File: src/rtl/run_ctrl_pkg.sv
// run_ctrl_pkg: shared state encoding and preload table entry type for the run controller
package run_ctrl_pkg;
  localparam int AW_DEF = 8;
  localparam int DW_DEF = 8;
  typedef enum logic [2:0] {IDLE, CLEAR, PRELOAD, WAIT_GO, RUN, DRAIN, FINISH} state_t;
  typedef struct packed {
    logic [AW_DEF-1:0] addr;
    logic [DW_DEF-1:0] data;
  } preload_entry_t;
endpackage

File: src/rtl/run_ctrl_preload_rom.sv
// preload_rom: combinational index -> {addr,data} constant table written after the clear
module preload_rom import run_ctrl_pkg::*; #(
  parameter int IW = 8
) (
  input  logic [IW-1:0]   idx_i,
  output preload_entry_t  entry_o
);
  always_comb entry_o = idx_i == IW'(0) ? {8'd6, 8'd128} :
                        idx_i == IW'(1) ? {8'd7, 8'd252} :
                        idx_i == IW'(2) ? {8'd8, 8'd248} : '0;
endmodule

File: src/rtl/run_ctrl.sv
// run_ctrl: START/DONE run protocol; initialises data memory, releases the core, counts run cycles
module run_ctrl import run_ctrl_pkg::*; #(
  parameter int AW          = AW_DEF,
  parameter int DW          = DW_DEF,
  parameter int NUM_PRELOAD = 3,
  parameter int DRAIN_CYC   = 2,
  parameter int CW          = 16,
  parameter int MAX_CYCLES  = 60000
) (
  input  logic          CLK,
  input  logic          RESET,
  input  logic          START,
  output logic          DONE,
  output logic          TIMEOUT,
  output logic          core_rst,
  input  logic          core_halt,
  output logic          mem_sel,
  output logic          init_wr_en,
  output logic [AW-1:0] init_addr,
  output logic [DW-1:0] init_wr_data,
  output logic [CW-1:0] cycle_count
);
  localparam logic [AW-1:0] PRE_LAST   = AW'(NUM_PRELOAD > 0 ? NUM_PRELOAD - 1 : 0);
  localparam logic [7:0]    DRAIN_LAST = 8'(DRAIN_CYC > 0 ? DRAIN_CYC - 1 : 0);
  localparam logic [CW-1:0] LIMIT      = CW'(MAX_CYCLES);
  state_t         state_q;
  logic [AW-1:0]  idx_q, addr_q, rom_idx;
  logic [DW-1:0]  data_q;
  logic [7:0]     drain_q;
  logic [CW-1:0]  cnt_q, cnt_d;
  logic           done_q, timeout_q, core_rst_q, mem_sel_q, wr_en_q;
  logic           go_clear, limit_hit;
  preload_entry_t rom_e;
  // The ROM is always addressed one entry ahead so the registered write port sees entry i in cycle i.
  always_comb begin
    cnt_d     = &cnt_q ? cnt_q : cnt_q + 1'b1;
    rom_idx   = state_q == PRELOAD ? idx_q + 1'b1 : '0;
    go_clear  = START && (state_q == IDLE || state_q == RUN || state_q == DRAIN || state_q == FINISH);
    limit_hit = MAX_CYCLES != 0 && cnt_d == LIMIT;
  end
  preload_rom #(.IW(AW)) u_rom (.idx_i(rom_idx), .entry_o(rom_e));
  always_ff @(posedge CLK)
    if (RESET) begin
      state_q    <= IDLE;
      idx_q      <= '0;
      drain_q    <= '0;
      cnt_q      <= '0;
      done_q     <= 1'b0;
      timeout_q  <= 1'b0;
      core_rst_q <= 1'b1;
      mem_sel_q  <= 1'b1;
      wr_en_q    <= 1'b0;
      addr_q     <= '0;
      data_q     <= '0;
    end else if (go_clear) begin
      state_q    <= CLEAR;
      idx_q      <= '0;
      done_q     <= 1'b0;
      timeout_q  <= 1'b0;
      core_rst_q <= 1'b1;
      mem_sel_q  <= 1'b1;
      wr_en_q    <= 1'b1;
      addr_q     <= '0;
      data_q     <= '0;
    end else begin
      case (state_q)
        CLEAR: begin
          idx_q  <= idx_q + 1'b1;
          addr_q <= idx_q + 1'b1;
          if (&idx_q) begin
            state_q <= NUM_PRELOAD > 0 ? PRELOAD : WAIT_GO;
            wr_en_q <= NUM_PRELOAD > 0;
            addr_q  <= AW'(rom_e.addr);
            data_q  <= DW'(rom_e.data);
          end
        end
        PRELOAD: begin
          idx_q  <= idx_q + 1'b1;
          addr_q <= AW'(rom_e.addr);
          data_q <= DW'(rom_e.data);
          if (idx_q == PRE_LAST) begin
            state_q <= WAIT_GO;
            wr_en_q <= 1'b0;
          end
        end
        WAIT_GO: if (!START) begin
          state_q    <= RUN;
          core_rst_q <= 1'b0;
          mem_sel_q  <= 1'b0;
          cnt_q      <= '0;
        end
        RUN: begin
          cnt_q   <= cnt_d;
          drain_q <= '0;
          if (core_halt) begin
            state_q    <= DRAIN_CYC > 0 ? DRAIN : FINISH;
            done_q     <= DRAIN_CYC == 0;
            core_rst_q <= DRAIN_CYC == 0;
          end else if (limit_hit) begin
            state_q    <= FINISH;
            done_q     <= 1'b1;
            timeout_q  <= 1'b1;
            core_rst_q <= 1'b1;
          end
        end
        DRAIN: begin
          drain_q <= drain_q + 1'b1;
          if (drain_q == DRAIN_LAST) begin
            state_q    <= FINISH;
            done_q     <= 1'b1;
            core_rst_q <= 1'b1;
          end
        end
        default: ;
      endcase
    end
  assign DONE         = done_q;
  assign TIMEOUT      = timeout_q;
  assign core_rst     = core_rst_q;
  assign mem_sel      = mem_sel_q;
  assign init_wr_en   = wr_en_q && !RESET;
  assign init_addr    = addr_q;
  assign init_wr_data = data_q;
  assign cycle_count  = cnt_q;
endmodule
File: config.mk
export PLATFORM = sky130hd
export DESIGN_NAME = run_ctrl
export DESIGN_NICKNAME = d
export VERILOG_FILES = /design/src/rtl/run_ctrl_pkg.sv /design/src/rtl/run_ctrl_preload_rom.sv /design/src/rtl/run_ctrl.sv
export SDC_FILE = /design/constraint.sdc
export NUM_CORES = 1
export LEC_CHECK = 0
export ABC_AREA = 0
export CAP_MARGIN = 15
export CORE_ASPECT_RATIO = 0.7
export CORE_MARGIN = 1
export CORE_UTILIZATION = 56
export DETAILED_ROUTE_END_ITERATION = 8
export GPL_ROUTABILITY_DRIVEN = 0
export PLACE_DENSITY = 0.81
export SLEW_MARGIN = 25
export SYNTH_ARGS = -nofsm -noshare
export SYNTH_HDL_FRONTEND = slang
export SYNTH_HIERARCHICAL = 1
export SYNTH_SLANG_ARGS = --single-unit
export TNS_END_PERCENT = 100
File: constraint.sdc
create_clock -name CLK -period 3.1 [get_ports CLK]
set_input_delay 0.62 -clock CLK [delete_from_list [all_inputs] [get_ports CLK]]
set_output_delay 0.62 -clock CLK [all_outputs]
set_load 0.02 [all_outputs]
==> impl_metrics.toml, run 1 <==
[power_and_ir_drop]
p_comb_share_pct = 22.0
cellPowerDensity_nw_per_um2 = 394
clockPowerShare_pct = 28.1
peakVddDrop_mv = 0.220
pwr-share-seq_pct = 49.8
power.internal_w = 0.00105
swShare_pct = 31.6
leakage_nw = 1.28
switchingPower_w = 0.000482

[placement]
dp_slack_ps = 253
dp.cells = 539
dp_hpwl_mm = 6.15
port_buffers = 40

[routing]
antenna_left = 0
wl_per_cell_microns = 15.7
num_vias = 3369
dr.first_iter.drc_count = 343
wl_mm = 8.56
via_per_inst = 6.16
drt_pass1_iterations = 5
drc = 0

[sta]
setup_viol = 0
fin_crit_ps = 2930
hold_viol = 0
rsz0062_at_grt = "no"
relSlewSlack_pct = 51.9
fin_setup_tns_ps = 0
finClkSkew_ps = 12.7
post-route-period-util_pct = 94.4
slew_viol_final = 0
max_freq_ghz = 0.342
fin_ws_ps = 174
worstMarginPinSlew_ps = 719

[flow_run]
maxCapViolations = 0

[logic_synthesis]
avgSynthCellArea_sq_um = 7.57
synthFlopType = "dfxtp_1"
synth_edf_count = 0
synth_cells = 443
yosys_warnings = 6
async_flop_share_pct = 0
synth.distinct_cells = 65
ys_ff_latch = 56
yosysSeqAreaShare_pct = 33.4
netlist_area_sq_um = 3360

[worst_hold_path]
holdPathStages = 2
hold_class = "reg -> reg"

[setup_path]
rr_worst_depth = 8
critPathKind = "reg -> reg"
start_kind = "flip-flop"
required_ps = 3350
cp-end-kind = "flip-flop"
worstPathArrival_ps = 3170
cp_max_fo = 11

[die]
fp.dieH_microns = 66.8
row_count = 23
die_w_microns = 94.5
pin_count = 41
die-area_sq_um = 6310
start_util_pct = 58.3
core_sq_um = 5760

[cts]
cts_num_sinks = 56
holdBufCountCts = 0
clockRootBuffer = "clkbuf_8"
clk_latency_ps = 320
cts_tree = "built"
cts_buffer_depth = 2
clk_pin_slew_ps = 110
cts_buffers = 5
h-tree-depth = 2

[layout]
finalNonFillerCells = 547
drive_gt1_share_pct = 7.84
synthToLayoutAreaGrowth_pct = 15.5
diodes = 0
final.fill_count = 481
nets = 480

[grt]
first_global_vias = 2819
grt.overflow.total = 0
antenna_found_initial = 0
grt_use_total_pct = 28.3
grt_pass1_wl_mm = 13.8
grt_max_degree = 30

[outcome]
status = "complete, no violations"
logic make-up (layout without fill, tap and decap cells):
kind of cell | count (synthesis) | in the layout | share of synthesized area [%]
AO/OA/AOI/OAI | 108 | 108 | 21.8
multiplexers | 3 | 3 | 0.932
adder cells (fa/ha/maj) | 5 | 5 | 1.86
AND/OR/NAND/NOR | 201 | 201 | 29.4
flip-flops | 56 | 56 | 33.4
buffers and inverters | 48 | 72 | 7.05
other | 1 | 6 | 0.112
XOR/XNOR | 21 | 21 | 5.48
final timing paths:
check | from | end | slack [ps]
hold / removal | init_addr[4] | init_addr[4] | 470
setup / recovery | cycle_count[1] | DONE | 170
hold reg to reg | init_addr[4] | init_addr[4] | 470
setup reg to reg | cycle_count[1] | DONE | 170
metal layers:
| metal | vias to the layer above | share of wire [%] | track usage (%) |
|---|---|---|---|
| met3 | 15 | 10 | 6.74 |
| met2 | 189 | 41 | 39.0 |
| met1 | 1543 | 48 | 43.4 |
| met5 | - | 0 | 0 |
| met4 | 0 | 1.2 | 6.44 |
| li1 | 1622 | - | - |
power by group through the flow:
stage / Clock, W / Sequential [W] / Combinational [W]
after CTS: 0.000441 / 0.000761 / 0.000330
final: 0.000430 / 0.000762 / 0.000336
after detailed placement: 0 / 0.000777 / 0.000327
after floorplan: 0 / 0.000777 / 0.000239
after global placement: 0 / 0.000775 / 0.000325
after global routing: 0.000469 / 0.000765 / 0.000368
flip-flops by register name, indices dropped and copies added (netlist names), 3 cells and up:
signal and count:
cycle_count 16, drain_q 8, idx_q 8, init_addr 8, init_wr_data 8, state_q 3
placed cells by master, fill, tap and decap left out, types with 10 or more instances in the layout:
cell | netlist | layout
buf_4 | 11 | 11
o21ai_0 | 11 | 11
nor3_1 | 20 | 20
inv_1 | 11 | 11
clkdlybuf4s50_1 | 0 | 40
nor2_1 | 67 | 67
xor2_1 | 11 | 11
xnor2_1 | 10 | 10
a21oi_1 | 44 | 44
a211oi_1 | 10 | 10
nand3_1 | 14 | 14
dfxtp_1 | 56 | 56
nand2_1 | 54 | 54
Yosys cell counts, types with 3 or more instances:
cell	number	area share (%)
o31ai_1	3	0.67
buf_2	4	0.60
a22oi_1	4	0.89
nor2_1	67	7.5
nor3_1	20	3.0
ha_1	5	1.9
dfxtp_1	56	33
and4_1	3	0.78
a21o_1	6	1.3
o21ai_0	11	1.6
a311oi_1	4	1.0
nand2_1	54	6.0
nand2b_1	5	0.93
nand4_1	5	0.93
a211oi_1	10	2.2
nor4_1	6	1.1
nand4_2	3	1.1
nand3_1	14	2.1
buf_4	11	2.5
inv_1	11	1.2
xor2_1	11	2.9
or4_1	3	0.67
clkbuf_1	18	2.0
or3_1	4	0.75
o211ai_1	5	1.1
a21oi_1	44	6.6
xnor2_1	10	2.6
layout make-up:
cell class / instances / area (sq um) / share of cell area, %
Clock buffer: 6 / 82.6 / 2.13
Multi-Input combinational cell: 344 / 2020 / 52.0
Sequential cell: 56 / 1120 / 28.9
Tap cell: 75 / 93.8 / 2.42
Inverter: 12 / 45.0 / 1.16
Clock inverter: 2 / 13.8 / 0.355
Timing Repair Buffer: 52 / 503 / 13.0
repair_timing:
item,4_1_cts,5_1_grt
setup endpoints to repair,0,1
resized for setup,0,0
setup buffers,0,0
per-stage QoR:
step | total power (W) | hold slack, ps | util [%] | area, sq um
floorplan | 0.00102 | 457 | - | 3370
global placement | 0.00110 | 442 | 65.7 | 3780
detailed placement | 0.00110 | 447 | 65.7 | 3780
CTS | 0.00153 | 471 | 67.3 | 3880
global route | 0.00160 | 494 | 67.3 | 3880
finish | 0.00153 | 466 | 67.3 | 3880
worst max-delay path, cell delays in order (launching register included):
cell and delay (ps):
dfxtp_1 510, ha_1 340, nand3_2 260, nor2_1 220
o21ai_0 190, or3_2 480, a2111oi_4 520, o31ai_2 110
a211oi_2 220
Note: power is estimated with default switching activity, not from simulation.
==> run 2: changes to the inputs <==
- CORE_MARGIN: 1 -> 3
- clock period: 3.1 -> 3.19 ns (I/O delays scaled with it)
==> impl_metrics.toml, run 2 (synthesis results as in run 1) <==
[setup_path]
max_stage_delay_ps = 540
cp_max_fo = 11
worstPathArrival_ps = 3160
critPathKind = "reg -> reg"
required_ps = 3380
start_kind = "flip-flop"
worstPathCellList = "ha_1 -> nand3_2 -> nor2_1 -> o21ai_0 -> or3_2 -> a2111oi_4 -> o31a_2 -> o211ai_1"
cp-end-kind = "flip-flop"
crit_slowest_cell = "dfxtp_1"

[power_and_ir_drop]
cellPowerDensity_nw_per_um2 = 382
clockPowerShare_pct = 27.7
switchingPower_w = 0.000457
power.internal_w = 0.00100
peakVddDrop_mv = 0.238
swShare_pct = 31.3
pwr-share-seq_pct = 51.4
p_comb_share_pct = 20.9
leakage_nw = 1.25

[worst_hold_path]
hold_class = "reg -> reg"

[layout]
finalInstanceArea_sq_um = 3830
final_common_cell = "nor2_1"
diodes = 0
largest_reg_flops = 16
layout_common_cells = "nor2_1, dfxtp_1, nand2_1"
synthToLayoutAreaGrowth_pct = 14.1
drive_gt1_share_pct = 6.84
nets = 476

[flow_run]
maxCapViolations = 0

[sta]
setup_viol = 0
rsz0062_at_grt = "no"
max_freq_ghz = 0.337
finClkSkew_ps = 5.25
post-route-period-util_pct = 93.0
slew_viol_final = 0
fin_setup_tns_ps = 0
relSlewSlack_pct = 43.3
fin_crit_ps = 2970
hold_viol = 0
worstMarginPinSlew_ps = 848

[grt]
grt_pass1_wl_mm = 14.8
grt_use_total_pct = 25.5
use_met2_pct = 33.7
first_global_vias = 2881
grt_max_degree = 30
grtUsageMet1_pct = 40.9
grt_busiest_layer = "met1"
grtUsageMet3_pct = 7.88
antenna_found_initial = 0
grt.overflow.total = 0

[cts]
cts_buffers = 5
clk_pin_slew_ps = 100
h-tree-depth = 2
post_cts_resize_count = 0
cts_setup_buffers = 0
cts_buffer_depth = 2
clk_latency_ps = 300
cts_tree = "built"
clockRootBuffer = "clkbuf_8"
holdBufCountCts = 0
cts_num_sinks = 56

[routing]
via_per_inst = 6.14
antenna_left = 0
dr.first_iter.drc_count = 368
wl_per_cell_microns = 16.1
drc = 0
num_vias = 3317
drt_pass1_iterations = 8
wl_mm = 8.71

[outcome]
status = "complete, no violations"

[die]
row_count = 22
die_w_microns = 98.5
pin_count = 41
fp.dieH_microns = 70.8
die-area_sq_um = 6970
core_sq_um = 5510
start_util_pct = 61.0

[placement]
postPlaceCellArea_sq_um = 3730
port_buffers = 40
dp_hpwl_mm = 6.36
## run 2: cell types whose count changed in the layout (fill, tap and decap cells not counted)
cell / previous run / this run
inv_6: 1 / 0
clkinvlp_4: 0 / 1
clkinv_2: 1 / 0
clkbuf_1: 0 / 1
buf_4: 11 / 8
buf_12: 1 / 0
## run 2: power by group through the flow
stage / combinational, W / sequential, W / clock, W
after floorplan: 0.000232 / 0.000755 / 0
after global routing: 0.000336 / 0.000756 / 0.000444
after global placement: 0.000291 / 0.000764 / 0
final: 0.000305 / 0.000751 / 0.000405
after CTS: 0.000299 / 0.000749 / 0.000409
after detailed placement: 0.000297 / 0.000766 / 0
## run 2: final cells by class
| type | count | area (sq um) |
|---|---|---|
| multi-input combinational | 344 | 2020 |
| inverter | 12 | 45.0 |
| clock inverter | 1 | 7.51 |
| clock buffer | 7 | 86.3 |
| tap | 72 | 90.1 |
| sequential | 56 | 1120 |
| fill | 472 | 1680 |
| timing repair buffer | 48 | 460 |
## run 2: per-layer routing
layer	part of all wire (%)	wire, microns
met1	49	4290
met2	40	3490
met3	10	898
met4	0.24	21
met5	0	0
## run 2: worst max-delay path, delay by kind of cell (launching register included)
family / cells / cell delay, ps
compound gates: 4 / 1020
fa+ha+maj: 1 / 330
flops: 1 / 540
simple gates: 3 / 970
## run 2: worst paths after layout
path                        from           end  slack [ps]  depth (start not counted)
setup / recovery  cycle_count[0]      core_rst         220                          8
hold / removal      init_addr[4]  init_addr[4]         460                          2
hold reg to reg     init_addr[4]  init_addr[4]         460                          2
setup reg to reg  cycle_count[0]      core_rst         220                          8
## run 2: metrics by stage
stage          std cells  hold slack (ps)  utilization, %  worst slack (ps)  total power [W]
6_report             540              459            69.5               222          0.00146
3_5_place_dp         532              451            67.8               299          0.00106
3_3_place_gp         532              442            67.8               444          0.00105
5_1_grt              540              490            69.5              4.62          0.00154
2_1_floorplan        448              457               -               566         0.000987
4_1_cts              540              465            69.5               272          0.00146
